[src/rtl/next_pc_ctrl_pkg.sv]
// Shared opcode constants, address limits and FSM state type for the
// next-PC controller and its target mux.
package mips_pkg;

    localparam logic [5:0] OP_RTYPE = 6'd0;
    localparam logic [5:0] OP_J     = 6'd2;
    localparam logic [5:0] OP_JAL   = 6'd3;
    localparam logic [5:0] OP_BEQ   = 6'd4;
    localparam logic [5:0] OP_BNE   = 6'd5;
    localparam logic [5:0] OP_MOV56 = 6'd56;
    localparam logic [5:0] OP_MOV57 = 6'd57;
    localparam logic [5:0] OP_MOV58 = 6'd58;
    localparam logic [5:0] FUNCT_JR = 6'd8;

    localparam logic [31:0] PC_LIMIT = 32'd32764;
    localparam logic [31:0] MEM_TOP  = 32'd32764;
    localparam logic [31:0] RESET_PC = 32'd0;

    typedef enum logic [1:0] {
        ST_IDLE = 2'd0,
        ST_WAIT = 2'd1,
        ST_HALT = 2'd2
    } state_e;

    // Move addresses up to and including MEM_TOP are data memory; above is I/O.
    function automatic logic is_mem_addr(input logic [15:0] addr);
        return ({16'd0, addr} <= MEM_TOP);
    endfunction

endpackage

[src/rtl/next_pc_ctrl_if.sv]
// Instruction-side bundle between the fetch/decode stage and the next-PC controller.
interface next_pc_ctrl_if;

    logic [31:0] pc;
    logic [5:0]  op_code;
    logic [5:0]  funct;
    logic [15:0] imm16;
    logic [25:0] jtarget;
    logic [31:0] rs_data;
    logic        br_taken;
    logic [15:0] move_data;
    logic [31:0] pc_next;
    logic        stall;
    logic        halt;

    modport master (
        output pc, op_code, funct, imm16, jtarget, rs_data, br_taken, move_data,
        input  pc_next, stall, halt
    );

    modport slave (
        input  pc, op_code, funct, imm16, jtarget, rs_data, br_taken, move_data,
        output pc_next, stall, halt
    );

endinterface

[src/rtl/next_pc_ctrl_pc_target_calc.sv]
// Combinational non-stalled target: sequential, taken branch, jump or jump-register.
module pc_target_calc
    import mips_pkg::*;
(
    input  logic [31:0] i_pc4,
    input  logic [5:0]  i_op_code,
    input  logic [5:0]  i_funct,
    input  logic [15:0] i_imm16,
    input  logic [25:0] i_jtarget,
    input  logic [31:0] i_rs_data,
    input  logic        i_br_taken,
    output logic [31:0] o_target
);

    logic [31:0] w_br_offset;

    assign w_br_offset = {{14{i_imm16[15]}}, i_imm16, 2'b00};

    // Target selection; br_taken only matters for the two branch opcodes.
    always_comb begin
        o_target = i_pc4;
        case (i_op_code)
            OP_BEQ, OP_BNE: begin
                if (i_br_taken) begin
                    o_target = i_pc4 + w_br_offset;
                end else begin
                    o_target = i_pc4;
                end
            end
            OP_J, OP_JAL: begin
                o_target = {i_pc4[31:28], i_jtarget, 2'b00};
            end
            OP_RTYPE: begin
                if (i_funct == FUNCT_JR) begin
                    o_target = i_rs_data;
                end else begin
                    o_target = i_pc4;
                end
            end
            default: begin
                o_target = i_pc4;
            end
        endcase
    end

endmodule

[src/rtl/next_pc_ctrl.sv]
// Next-PC selection plus stall sequencing for the multi-cycle move opcodes
// and a sticky halt once the program-space limit is reached.
module next_pc_ctrl
    import mips_pkg::*;
(
    input  logic          clk,
    input  logic          rst,
    next_pc_ctrl_if.slave bus
);

    state_e      r_state;
    logic [1:0]  r_cnt;
    logic        r_mem_pending;
    logic        r_halt;

    logic [31:0] w_pc4;
    logic [31:0] w_target;
    logic [31:0] w_pc_next;
    logic        w_stall;
    logic        w_is_move;
    logic [1:0]  w_cnt_load;
    logic        w_mem_pending_nxt;
    logic        w_limit_hit;

    assign w_pc4 = bus.pc + 32'd4;

    pc_target_calc u_target (
        .i_pc4      (w_pc4),
        .i_op_code  (bus.op_code),
        .i_funct    (bus.funct),
        .i_imm16    (bus.imm16),
        .i_jtarget  (bus.jtarget),
        .i_rs_data  (bus.rs_data),
        .i_br_taken (bus.br_taken),
        .o_target   (w_target)
    );

    // Move decode: wait-count to load (K-1) and the updated memory-pending flag.
    always_comb begin
        w_is_move         = 1'b0;
        w_cnt_load        = 2'd0;
        w_mem_pending_nxt = r_mem_pending;
        case (bus.op_code)
            OP_MOV56: begin
                w_is_move = 1'b1;
            end
            OP_MOV57: begin
                w_is_move         = 1'b1;
                w_cnt_load        = 2'd2;
                w_mem_pending_nxt = r_mem_pending | is_mem_addr(bus.move_data);
            end
            OP_MOV58: begin
                w_is_move         = 1'b1;
                w_mem_pending_nxt = 1'b0;
                if (r_mem_pending && is_mem_addr(bus.move_data)) begin
                    w_cnt_load = 2'd2;
                end else begin
                    w_cnt_load = 2'd0;
                end
            end
            default: begin
                w_is_move = 1'b0;
            end
        endcase
    end

    // Same-cycle pc_next/stall from state and inputs; reset forces the boot address.
    always_comb begin
        w_pc_next = bus.pc;
        w_stall   = 1'b1;
        if (rst) begin
            w_pc_next = RESET_PC;
            w_stall   = 1'b0;
        end else begin
            case (r_state)
                ST_IDLE: begin
                    if (w_is_move) begin
                        w_pc_next = bus.pc;
                        w_stall   = 1'b1;
                    end else begin
                        w_pc_next = w_target;
                        w_stall   = 1'b0;
                    end
                end
                ST_WAIT: begin
                    if (r_cnt != 2'd0) begin
                        w_pc_next = bus.pc;
                        w_stall   = 1'b1;
                    end else begin
                        w_pc_next = w_pc4;
                        w_stall   = 1'b0;
                    end
                end
                ST_HALT: begin
                    w_pc_next = bus.pc;
                    w_stall   = 1'b1;
                end
                default: begin
                    w_pc_next = bus.pc;
                    w_stall   = 1'b1;
                end
            endcase
        end
    end

    assign w_limit_hit = ~w_stall & (w_pc_next >= PC_LIMIT);

    // Control FSM: move wait counting, memory-pending tracking and sticky halt.
    always_ff @(posedge clk or posedge rst) begin
        if (rst) begin
            r_state       <= ST_IDLE;
            r_cnt         <= 2'd0;
            r_mem_pending <= 1'b0;
            r_halt        <= 1'b0;
        end else begin
            case (r_state)
                ST_IDLE: begin
                    if (w_is_move) begin
                        r_state       <= ST_WAIT;
                        r_cnt         <= w_cnt_load;
                        r_mem_pending <= w_mem_pending_nxt;
                    end else if (w_limit_hit) begin
                        r_state <= ST_HALT;
                        r_halt  <= 1'b1;
                    end else begin
                        r_state <= ST_IDLE;
                    end
                end
                ST_WAIT: begin
                    if (r_cnt != 2'd0) begin
                        r_cnt <= r_cnt - 2'd1;
                    end else if (w_limit_hit) begin
                        r_state <= ST_HALT;
                        r_halt  <= 1'b1;
                    end else begin
                        r_state <= ST_IDLE;
                    end
                end
                ST_HALT: begin
                    r_halt <= 1'b1;
                end
                default: begin
                    r_state <= ST_IDLE;
                end
            endcase
        end
    end

    assign bus.pc_next = w_pc_next;
    assign bus.stall   = w_stall;
    assign bus.halt    = r_halt;

endmodule

[src/flat_wrapper.sv]
// flat-port wrapper written by rule: the top's interface ports become plain ports
module next_pc_ctrl_flat import mips_pkg::*;
  (clk, rst, bus_pc, bus_op_code, bus_funct, bus_imm16, bus_jtarget, bus_rs_data, bus_br_taken, bus_move_data, bus_pc_next, bus_stall, bus_halt);
  next_pc_ctrl_if bus_i ();
  input  logic clk;
  input  logic rst;
  input wire logic [$bits(bus_i.pc)-1:0] bus_pc;
  input wire logic [$bits(bus_i.op_code)-1:0] bus_op_code;
  input wire logic [$bits(bus_i.funct)-1:0] bus_funct;
  input wire logic [$bits(bus_i.imm16)-1:0] bus_imm16;
  input wire logic [$bits(bus_i.jtarget)-1:0] bus_jtarget;
  input wire logic [$bits(bus_i.rs_data)-1:0] bus_rs_data;
  input wire logic [$bits(bus_i.br_taken)-1:0] bus_br_taken;
  input wire logic [$bits(bus_i.move_data)-1:0] bus_move_data;
  output wire logic [$bits(bus_i.pc_next)-1:0] bus_pc_next;
  output wire logic [$bits(bus_i.stall)-1:0] bus_stall;
  output wire logic [$bits(bus_i.halt)-1:0] bus_halt;
  assign bus_i.pc = bus_pc;
  assign bus_i.op_code = bus_op_code;
  assign bus_i.funct = bus_funct;
  assign bus_i.imm16 = bus_imm16;
  assign bus_i.jtarget = bus_jtarget;
  assign bus_i.rs_data = bus_rs_data;
  assign bus_i.br_taken = bus_br_taken;
  assign bus_i.move_data = bus_move_data;
  assign bus_pc_next = bus_i.pc_next;
  assign bus_stall = bus_i.stall;
  assign bus_halt = bus_i.halt;
  next_pc_ctrl u_core (.clk(clk), .rst(rst), .bus(bus_i));
endmodule
[config.mk]
export PLATFORM = sky130hd
export DESIGN_NAME = next_pc_ctrl_flat
export DESIGN_NICKNAME = d
export VERILOG_FILES = /design/src/rtl/next_pc_ctrl_pkg.sv /design/src/rtl/next_pc_ctrl_if.sv /design/src/rtl/next_pc_ctrl_pc_target_calc.sv /design/src/rtl/next_pc_ctrl.sv /design/src/flat_wrapper.sv
export SDC_FILE = /design/constraint.sdc
export NUM_CORES = 1
export LEC_CHECK = 0
export ABC_AREA = 1
export CORE_ASPECT_RATIO = 1.2
export CORE_UTILIZATION = 35
export DETAILED_ROUTE_END_ITERATION = 10
export DONT_BUFFER_PORTS = 1
export SLEW_MARGIN = 0
export SYNTH_ARGS = -nofsm -noshare
export SYNTH_HDL_FRONTEND = slang
export SYNTH_SLANG_ARGS = --single-unit
[constraint.sdc]
create_clock -name clk -period 5.9 [get_ports clk]
set_input_delay 1.18 -clock clk [delete_from_list [all_inputs] [get_ports clk]]
set_output_delay 1.18 -clock clk [all_outputs]
set_load 0.05 [all_outputs]
# Word level (Yosys, flattened, before mapping)
# Cells that the tools add are included.
# W data, S select, Z words.
word_totals:
  register_bits: 6
  in_bits: 137
  out_inout_bits: 34
  word_cells: 67
classes:
  n_addsub: 3
  n_lt_le_gt_ge: 2
  n_eq_ne: 14
  mux: 26
  bitwise_logic: 4
  reduce_logical: 14
ops:
  columns: ["cell", "count"]
  rows:
  - ["$mux W32", 5]
  - ["$pmux W32 S3", 1]
  - ["$pmux W32 S2", 1]
  - ["$add A32 B3 Y32 const B", 1]
  - ["$add A32 B32 Y32", 1]
  - ["$ge A32 B15 Y1 const B", 1]
  - ["$eq A6 B6 Y1 const B", 3]
  - ["$le A16 B15 Y1 const B", 1]
  - ["$eq A6 B2 Y1 const B", 2]
  - ["$eq A6 B3 Y1 const B", 2]
  - ["$mux W2", 6]
  - ["$reduce_and A3 Y1", 3]
  - ["$pmux W2 S2", 2]
  - ["$mux W1", 7]
  - ["$eq A6 B4 Y1 const B", 1]
  - ["$logic_not A6 Y1", 1]
  - ["$pmux W2 S3", 1]
  - ["$reduce_bool A2 Y1", 3]
  - ["$ne A2 B1 Y1 const B", 2]
  - ["$ne A2 B2 Y1 const B", 2]
  - ["$pmux W1 S2", 2]
  - ["$reduce_or A2 Y1", 2]
  - ["$pmux W1 S3", 1]
  - ["$reduce_bool A3 Y1", 1]
  - ["other kinds (10)", 11]

# Longest topological paths before layout
# Gate-level depths: netlist (run 1).
depth:
  depth_word: 12
  depth_mapped: 32
  depth_no_buf: 32

# Hierarchy
# From an unflattened synthesis (run 1), not the netlist that was laid out.
hier_totals:
  hier_cells: 1324
  hier_area_um2: 6426.2
modules_own_cells:
  columns: ["mod", "n_inst", "cells_per_inst", "area_per_inst_um2", "seq_area_each_um2"]
  rows:
  - ["pc_target_calc", 1, 743, 3599.7, 0.0]
  - ["next_pc_ctrl", 1, 581, 2826.5, 150.1]

# Least setup slack after synthesis (run 1)
# OpenSTA, ideal clock, no wires.
synth_path:
  kind: "input -> output"
  startpoint: "input bus_pc[2]"
  endpoint: "output bus_pc_next[29]"
  t_arrival_ps: 4278
  required_time_ps: 4720
  setup_slack_ps: 442
  path_stages: 20
  n_path_buf: 0
  path_cell_list: "ha_1 -> nand2_1 -> inv_1 -> nand2_4 -> nor2_8 -> nand2_2 -> nor2_2 -> xor2_1 -> inv_1 -> ha_1 -> nand2_1 -> nor2_1 -> nand2_1 -> a21oi_1 -> nor2_1 -> nand3_1 -> nand3_1 -> nand2_1 -> nand2_1 -> a21boi_0"
synth_via:
  elab_chain_len: 7
  elab_cells_between_ends: 9
  cone_classes: "2 x add/sub; 7 x mux"
synth_rtl:
  columns: ["element", "line", "source"]
  rows:
  - ["from (decl)", "flat_wrapper.sv:7", "input wire logic [$bits(bus_i.pc)-1:0] bus_pc;"]
  - ["$add A32 B3 Y32 (*)", "next_pc_ctrl.sv:25", "assign w_pc4 = bus.pc + 32'd4;"]
  - ["$add A32 B32 Y32", "next_pc_ctrl_pc_target_calc.sv:25", "o_target = i_pc4 + w_br_offset;"]
  - ["$mux W32", "next_pc_ctrl_pc_target_calc.sv:24", "if (i_br_taken) begin"]
  - ["$pmux W32 S3", "next_pc_ctrl_pc_target_calc.sv:22", "case (i_op_code)"]
  - ["$mux W32", "next_pc_ctrl.sv:77", "if (w_is_move) begin"]
  - ["$pmux W32 S2 (*)", "next_pc_ctrl.sv:75", "case (r_state)"]
  - ["$mux W32 (*)", "next_pc_ctrl.sv:71", "if (rst) begin"]
  - ["to (decl)", "flat_wrapper.sv:15", "output wire logic [$bits(bus_i.pc_next)-1:0] bus_pc_next;"]
# Mark *: on every way between the ends. The rest lies on a longest branch, timed or not.

# Final worst setup path (run 1)
layout_path:
  startpoint: "input bus_pc[2]"
  endpoint: "output bus_pc_next[22]"
# The elaborated chain is that of the path after synthesis.

==> impl_metrics.yaml, run 1 <==
power:
  power_w: 0.000678
  powerDensity_nw_per_um2: 113
  vdd_drop_max_v: 0.000252
  leakage_nw: 3.54
clock_tree:
  clockRootBuffer: "clkbuf_16"
  cts_hold_buf: 0
  clock_latency_ns: 0.23
  post_cts_buffers: 0
  cts_buffers: 3
  cts_resized: 0
  cts_tree: "done"
  clk_path_buf_depth: 2
  clk_pin_slew_worst_paths_ns: 0.03
  cts.sinks: 6
  htreeDepth: 1
die:
  initial_core_util: 0.363
  rows: 50
  num_io_pins: 171
  dieArea_sq_um: 16900
  fp.dieW_um: 119
  die_y_um: 142
  core-area_sq_um: 15800
synth:
  synth_nets: 1366
  ys_warn_count: 0
  synth_top_area_share: 0.309
  syn_avg_cell_area_sq_um: 4.79
  yosysSeqAreaShare: 0.0262
  synthTopCellsByArea: "nand2_1 (31%), inv_1 (14%), nand3_1 (7.5%), ha_1 (7.2%), a21oi_1 (6.9%)"
  synth_area_leader_cell: "nand2_1"
  synthCells: 1195
  ys_ff_latch: 6
  yosysUniqueCellTypes: 44
  synth_area_sq_um: 5720
detailed_routing:
  ant_nets: 0
  vias_per_cell: 5.21
  drtPass1Iterations: 5
  wire_per_inst_um: 16.2
  dr.first_iter.drc_count: 468
  num_vias: 7250
  drc: 0
  wirelength_um: 22600
setup_path:
  reg2reg_from: "u_core.r_state[1]$_DFFE_PP0P_"
  rr_endpoint: "u_core.r_state[1]$_DFFE_PP0P_"
  cp_slowest_cell: "ha_1"
  critPathMaxFanout: 7
  cp.arrival_ns: 4.41
  worst_setup_path_end_kind: "output pin"
  worstPathCellList: "ha_1, nand2_1, inv_1, nand2_4, xor2_1, ha_1, nand2_1, inv_1, a21oi_1, nand2_1, nand2_1, nand2_1, nand2_1, nand2_1, nand2_1, nand2_1, o21ai_0, nand2_1, nand2_1, nand2_1, inv_1"
  cp-start-kind: "primary input"
  r2r_cells: 13
  cp_common_cell: "nand2_1"
  crit_type: "primary input to output pin"
  slowest_delay_ns: 0.35
  r2r_setup_slack_ns: 2.37
  cp_data_required_time_ns: 4.72
sta:
  fin_crit_ns: 5.59
  setup_tns_ns: 0
  slew_violations: 0
  max_freq_mhz: 179
  tightest_slew_ns: 1.13
  slew_headroom: 0.248
  fin_skew_ns: 0.000646
  min_period_over_period: 0.947
  setup_violations: 0
  hold_ws_ns: 0.529
  timing.final.ws_setup_ns: 0.310
  final_hold_viol_count: 0
  rsz0062_at_grt: "false"
final_layout:
  regArea_sq_um: 150
  antennaDiodeCount: 0
  post-route-util: 0.382
  synthToLayoutAreaGrowth_pct: 5.18
  nets: 1357
  fill_cells: 1890
  drive_gt1_frac: 0.0541
  multi_input_area_sq_um: 4610
global_routing:
  antenna_found_initial: 0
  grt_first_pass_wirelength_um: 34800
  grtUsageTotal: 0.262
  grt_max_degree: 28
  grt_overflow: 0
  grt_pass1_vias: 6736
min_path:
  hp-start: "u_core.r_mem_pending$_DFFE_PP0P_"
  worstHoldEndpoint: "u_core.r_mem_pending$_DFFE_PP0P_"
  min_path_type: "flop to flop"
  holdPathStages: 2
run:
  drv_cap: 0
placed_design:
  pre_cts_slack_ns: 0.432
  io_buffers: 0
  routabilityCongestion: 1.01
  hpwl_um: 19500
status:
  status: "finished clean"
worst max-delay path by stage:
| stage | cells past startpoint | endpoint | from |
|---|---|---|---|
| 3_3_place_gp | 21 | bus_pc_next[22] | bus_pc[2] |
| 3_5_place_dp | 21 | bus_pc_next[22] | bus_pc[2] |
| 5_1_grt | 21 | bus_pc_next[22] | bus_pc[2] |
| 2_1_floorplan | 20 | bus_pc_next[29] | bus_pc[2] |
| 4_1_cts | 21 | bus_pc_next[22] | bus_pc[2] |
| 6_report | 21 | bus_pc_next[22] | bus_pc[2] |
cell usage in the layout, fill, tap and decap left out, types with 5 or more instances in the layout:
cell      instances
nand3b_1          8
xor2_1           13
nor3_1           13
inv_1           219
nor2_2           10
nand3_2           5
a21oi_1          79
inv_2            10
nand3_1          86
a22oi_1           5
o221ai_1          6
dfrtp_1           6
nand4_1          17
nor2_1          102
o21ai_0          31
buf_4             7
o21ai_1           6
ha_1             33
nand2_1         471
nand2_2           9
flip-flops by register name, indices dropped and copies added, names as in the netlist:
signal                cells
u_core.r_state            2
u_core.r_cnt              2
u_core.bus.halt           1
u_core.r_mem_pending      1
critical path, delay by kind of cell:
kind	cells	cell delay, ns
simple gates	13	1.36
fa+ha+maj	2	0.54
buf+inv	3	0.48
compound gates	2	0.51
xor+xnor	1	0.32
report_power, final:
group / total, W / internal [W] / switching, W
registers: 0.0000501 / 0.0000470 / 0.00000310
clock network: 0.000108 / 0.0000868 / 0.0000210
logic: 0.000520 / 0.000142 / 0.000378
total: 0.000678 / 0.000276 / 0.000402
synth_stat cells (all sizes together):
master / count
and3: 1
nand4: 18
ha: 33
a22o: 1
or2: 1
a21oi: 80
and2: 3
nor3: 15
o21ai: 37
o221ai: 6
o211ai: 4
nor3b: 1
clkbuf: 9
clkinv: 2
nand3: 93
nand2: 484
nor4: 1
xor2: 15
a21boi: 6
a21o: 2
nand3b: 8
xnor2: 1
o21bai: 2
nor2: 118
a22oi: 5
inv: 230
dfrtp: 6
buf: 12
fa: 1
stage by stage:
step                cells  instance area (sq um)
floorplan            1195                   5720
global route         1392                   6020
detailed placement   1389                   5940
CTS                  1392                   6020
finish               1392                   6020
global placement     1389                   5940
final cells by class:
class | count | share of cell area
well taps | 208 | 0.0433
multi-input cells | 936 | 0.765
inverters | 232 | 0.145
flip-flops and latches | 6 | 0.0250
repair buffers | 7 | 0.00873
clock buffers | 3 | 0.0125
cell families (layout without fill, tap and decap cells):
logic type	after synthesis	count (layout)	synth area share
XOR/XNOR	16	16	0.0271
adder cells (fa/ha/maj)	34	34	0.0757
AND/OR/NAND/NOR	743	743	0.563
flip-flops	6	6	0.0262
buffers and inverters	253	242	0.169
AO/OA/AOI/OAI	143	143	0.139
routing by layer:
layer / track usage / share of wire / vias to the layer above
li1: - / - / 3691
met1: 0.307 / 0.40 / 3194
met2: 0.474 / 0.48 / 316
met3: 0.0329 / 0.073 / 49
met4: 0.115 / 0.044 / 0
met5: 0 / 0 / -
No activity file was read; power rests on OpenSTA's default activity.
==> inputs of run 2 (changes only) <==
- PLACE_DENSITY: default -> 0.55
==> run 2 against run 1 <==
Maximum frequency is 1.4% higher. Total power is 0.27% higher. Combinational power hardly changed. Flip-flop and latch count stayed put.
==> impl_metrics.yaml, run 2 (synthesized netlist as in run 1, its figures left out) <==
sta:
  rsz0062_at_grt: "false"
  final_hold_viol_count: 0
  slew_headroom: 0.264
  max_freq_mhz: 181
  slew_violations: 0
  tightest_slew_ns: 1.10
  timing.final.ws_setup_ns: 0.385
  fin_crit_ns: 5.51
  setup_tns_ns: 0
  min_period_over_period: 0.935
  setup_violations: 0
  fin_skew_ns: 0.00169
setup_path:
  crit_type: "primary input to output pin"
  cp_data_required_time_ns: 4.72
  cp.arrival_ns: 4.33
  cp-start-kind: "primary input"
  critPathMaxFanout: 7
  worst_setup_path_end_kind: "output pin"
detailed_routing:
  ant_nets: 0
  num_vias: 7187
  dr.first_iter.drc_count: 501
  drc: 0
  wire_per_inst_um: 16.3
  wirelength_um: 22700
  drtPass1Iterations: 5
  vias_per_cell: 5.16
final_layout:
  mostFrequentLayoutCell: "nand2_1"
  mostFrequentLayoutCells: "nand2_1 (471), inv_1 (219), nor2_1 (102)"
  nets: 1358
  drive_gt1_frac: 0.0549
  synthToLayoutAreaGrowth_pct: 5.32
  finalNonFillerCells: 1393
  antennaDiodeCount: 0
  reg_top3: "u_core.r_cnt (2), u_core.r_state (2)"
die:
  fp.dieW_um: 119
  dieArea_sq_um: 16900
  die_y_um: 142
  initial_core_util: 0.363
  core-area_sq_um: 15800
  rows: 50
  num_io_pins: 171
clock_tree:
  htreeDepth: 1
  clk_pin_slew_worst_paths_ns: 0.03
  cts_hold_buf: 0
  cts_tree: "done"
  cts_resized: 0
  cts.sinks: 6
  clk_path_buf_depth: 2
  clock_latency_ns: 0.23
  cts_buffers: 3
  clockRootBuffer: "clkbuf_16"
  post_cts_buffers: 0
power:
  vdd_drop_max_v: 0.000227
  leakage_nw: 3.54
  powerDensity_nw_per_um2: 113
placed_design:
  io_buffers: 0
  routabilityCongestion: 0.980
  hpwl_um: 19600
  pre_cts_slack_ns: 0.389
  dp_cells: 1390
run:
  drv_cap: 0
global_routing:
  grt_first_pass_wirelength_um: 35500
  grt_pass1_vias: 6854
  grtUsageTotal: 0.268
  antenna_found_initial: 0
  grt_overflow: 0
  grt_max_degree: 30
status:
  status: "finished clean"
min_path:
  min_path_type: "flop to flop"
==> run 2: per-stage QoR <==
| step | total power (W) | hold WS (ns) | instance area [sq um] | util |
|---|---|---|---|---|
| after floorplan | 0.000464 | 0.496 | 5720 | - |
| after global placement | 0.000561 | 0.533 | 5950 | 0.377 |
| after detailed placement | 0.000563 | 0.535 | 5950 | 0.377 |
| after CTS | 0.000678 | 0.542 | 6020 | 0.382 |
| after global routing | 0.000744 | 0.564 | 6020 | 0.382 |
| final | 0.000680 | 0.537 | 6020 | 0.382 |
==> run 2: final timing paths <==
| kind | startpoint | to | slack, ns | depth (start not counted) |
|---|---|---|---|---|
| min in group asynchronous | rst | u_core.r_state[0]$_DFFE_PP0P_ | 0.88 | 1 |
| worst max-delay path | bus_pc[2] | bus_pc_next[22] | 0.39 | 21 |
| worst min register to register | u_core.r_mem_pending$_DFFE_PP0P_ | u_core.r_mem_pending$_DFFE_PP0P_ | 0.54 | 2 |
| worst max register to register | u_core.r_state[0]$_DFFE_PP0P_ | u_core.r_state[1]$_DFFE_PP0P_ | 2.39 | 14 |
| worst min-delay path | u_core.r_mem_pending$_DFFE_PP0P_ | u_core.r_mem_pending$_DFFE_PP0P_ | 0.54 | 2 |
| max in group asynchronous | rst | u_core.r_cnt[0]$_DFFE_PP0P_ | 4.67 | 1 |
==> run 2: per-layer routing <==
layer / vias to the layer above / share of wire / global-route usage
met5: - / 0 / 0
met4: 0 / 0.047 / 0.126
met3: 58 / 0.060 / 0.0304
met2: 260 / 0.48 / 0.470
met1: 3173 / 0.42 / 0.326
li1: 3696 / - / -
==> run 2: critical path, stage by stage <==
cell	delay, ns
ha_1	0.20
nand2_1	0.11
inv_1	0.09
nand2_4	0.12
xor2_1	0.36
ha_1	0.35
nand2_1	0.15
inv_1	0.05
a21oi_1	0.24
nand2_1	0.18
nand2_1	0.11
nand2_1	0.14
nand2_1	0.09
nand2_1	0.08
nand2_1	0.07
nand2_1	0.04
o21ai_0	0.18
nand2_1	0.07
nand2_1	0.08
nand2_1	0.09
inv_1	0.34
==> run 2: area by class of cell <==
type	count	area (sq um)
fill	1879	9740
multi-input combinational	936	4610
inverter	232	873
tap	208	260
sequential	6	150
clock buffer	3	75.1
timing repair buffer	8	60.1
==> run 2: power by group <==
| part | total (W) | internal [W] | switching [W] | leakage (nW) |
|---|---|---|---|---|
| Combinational | 0.000520 | 0.000142 | 0.000378 | 3.44 |
| Clock | 0.000110 | 0.0000870 | 0.0000228 | 0.0370 |
| Sequential | 0.0000496 | 0.0000470 | 0.00000259 | 0.0682 |
| Total | 0.000680 | 0.000276 | 0.000403 | 3.54 |
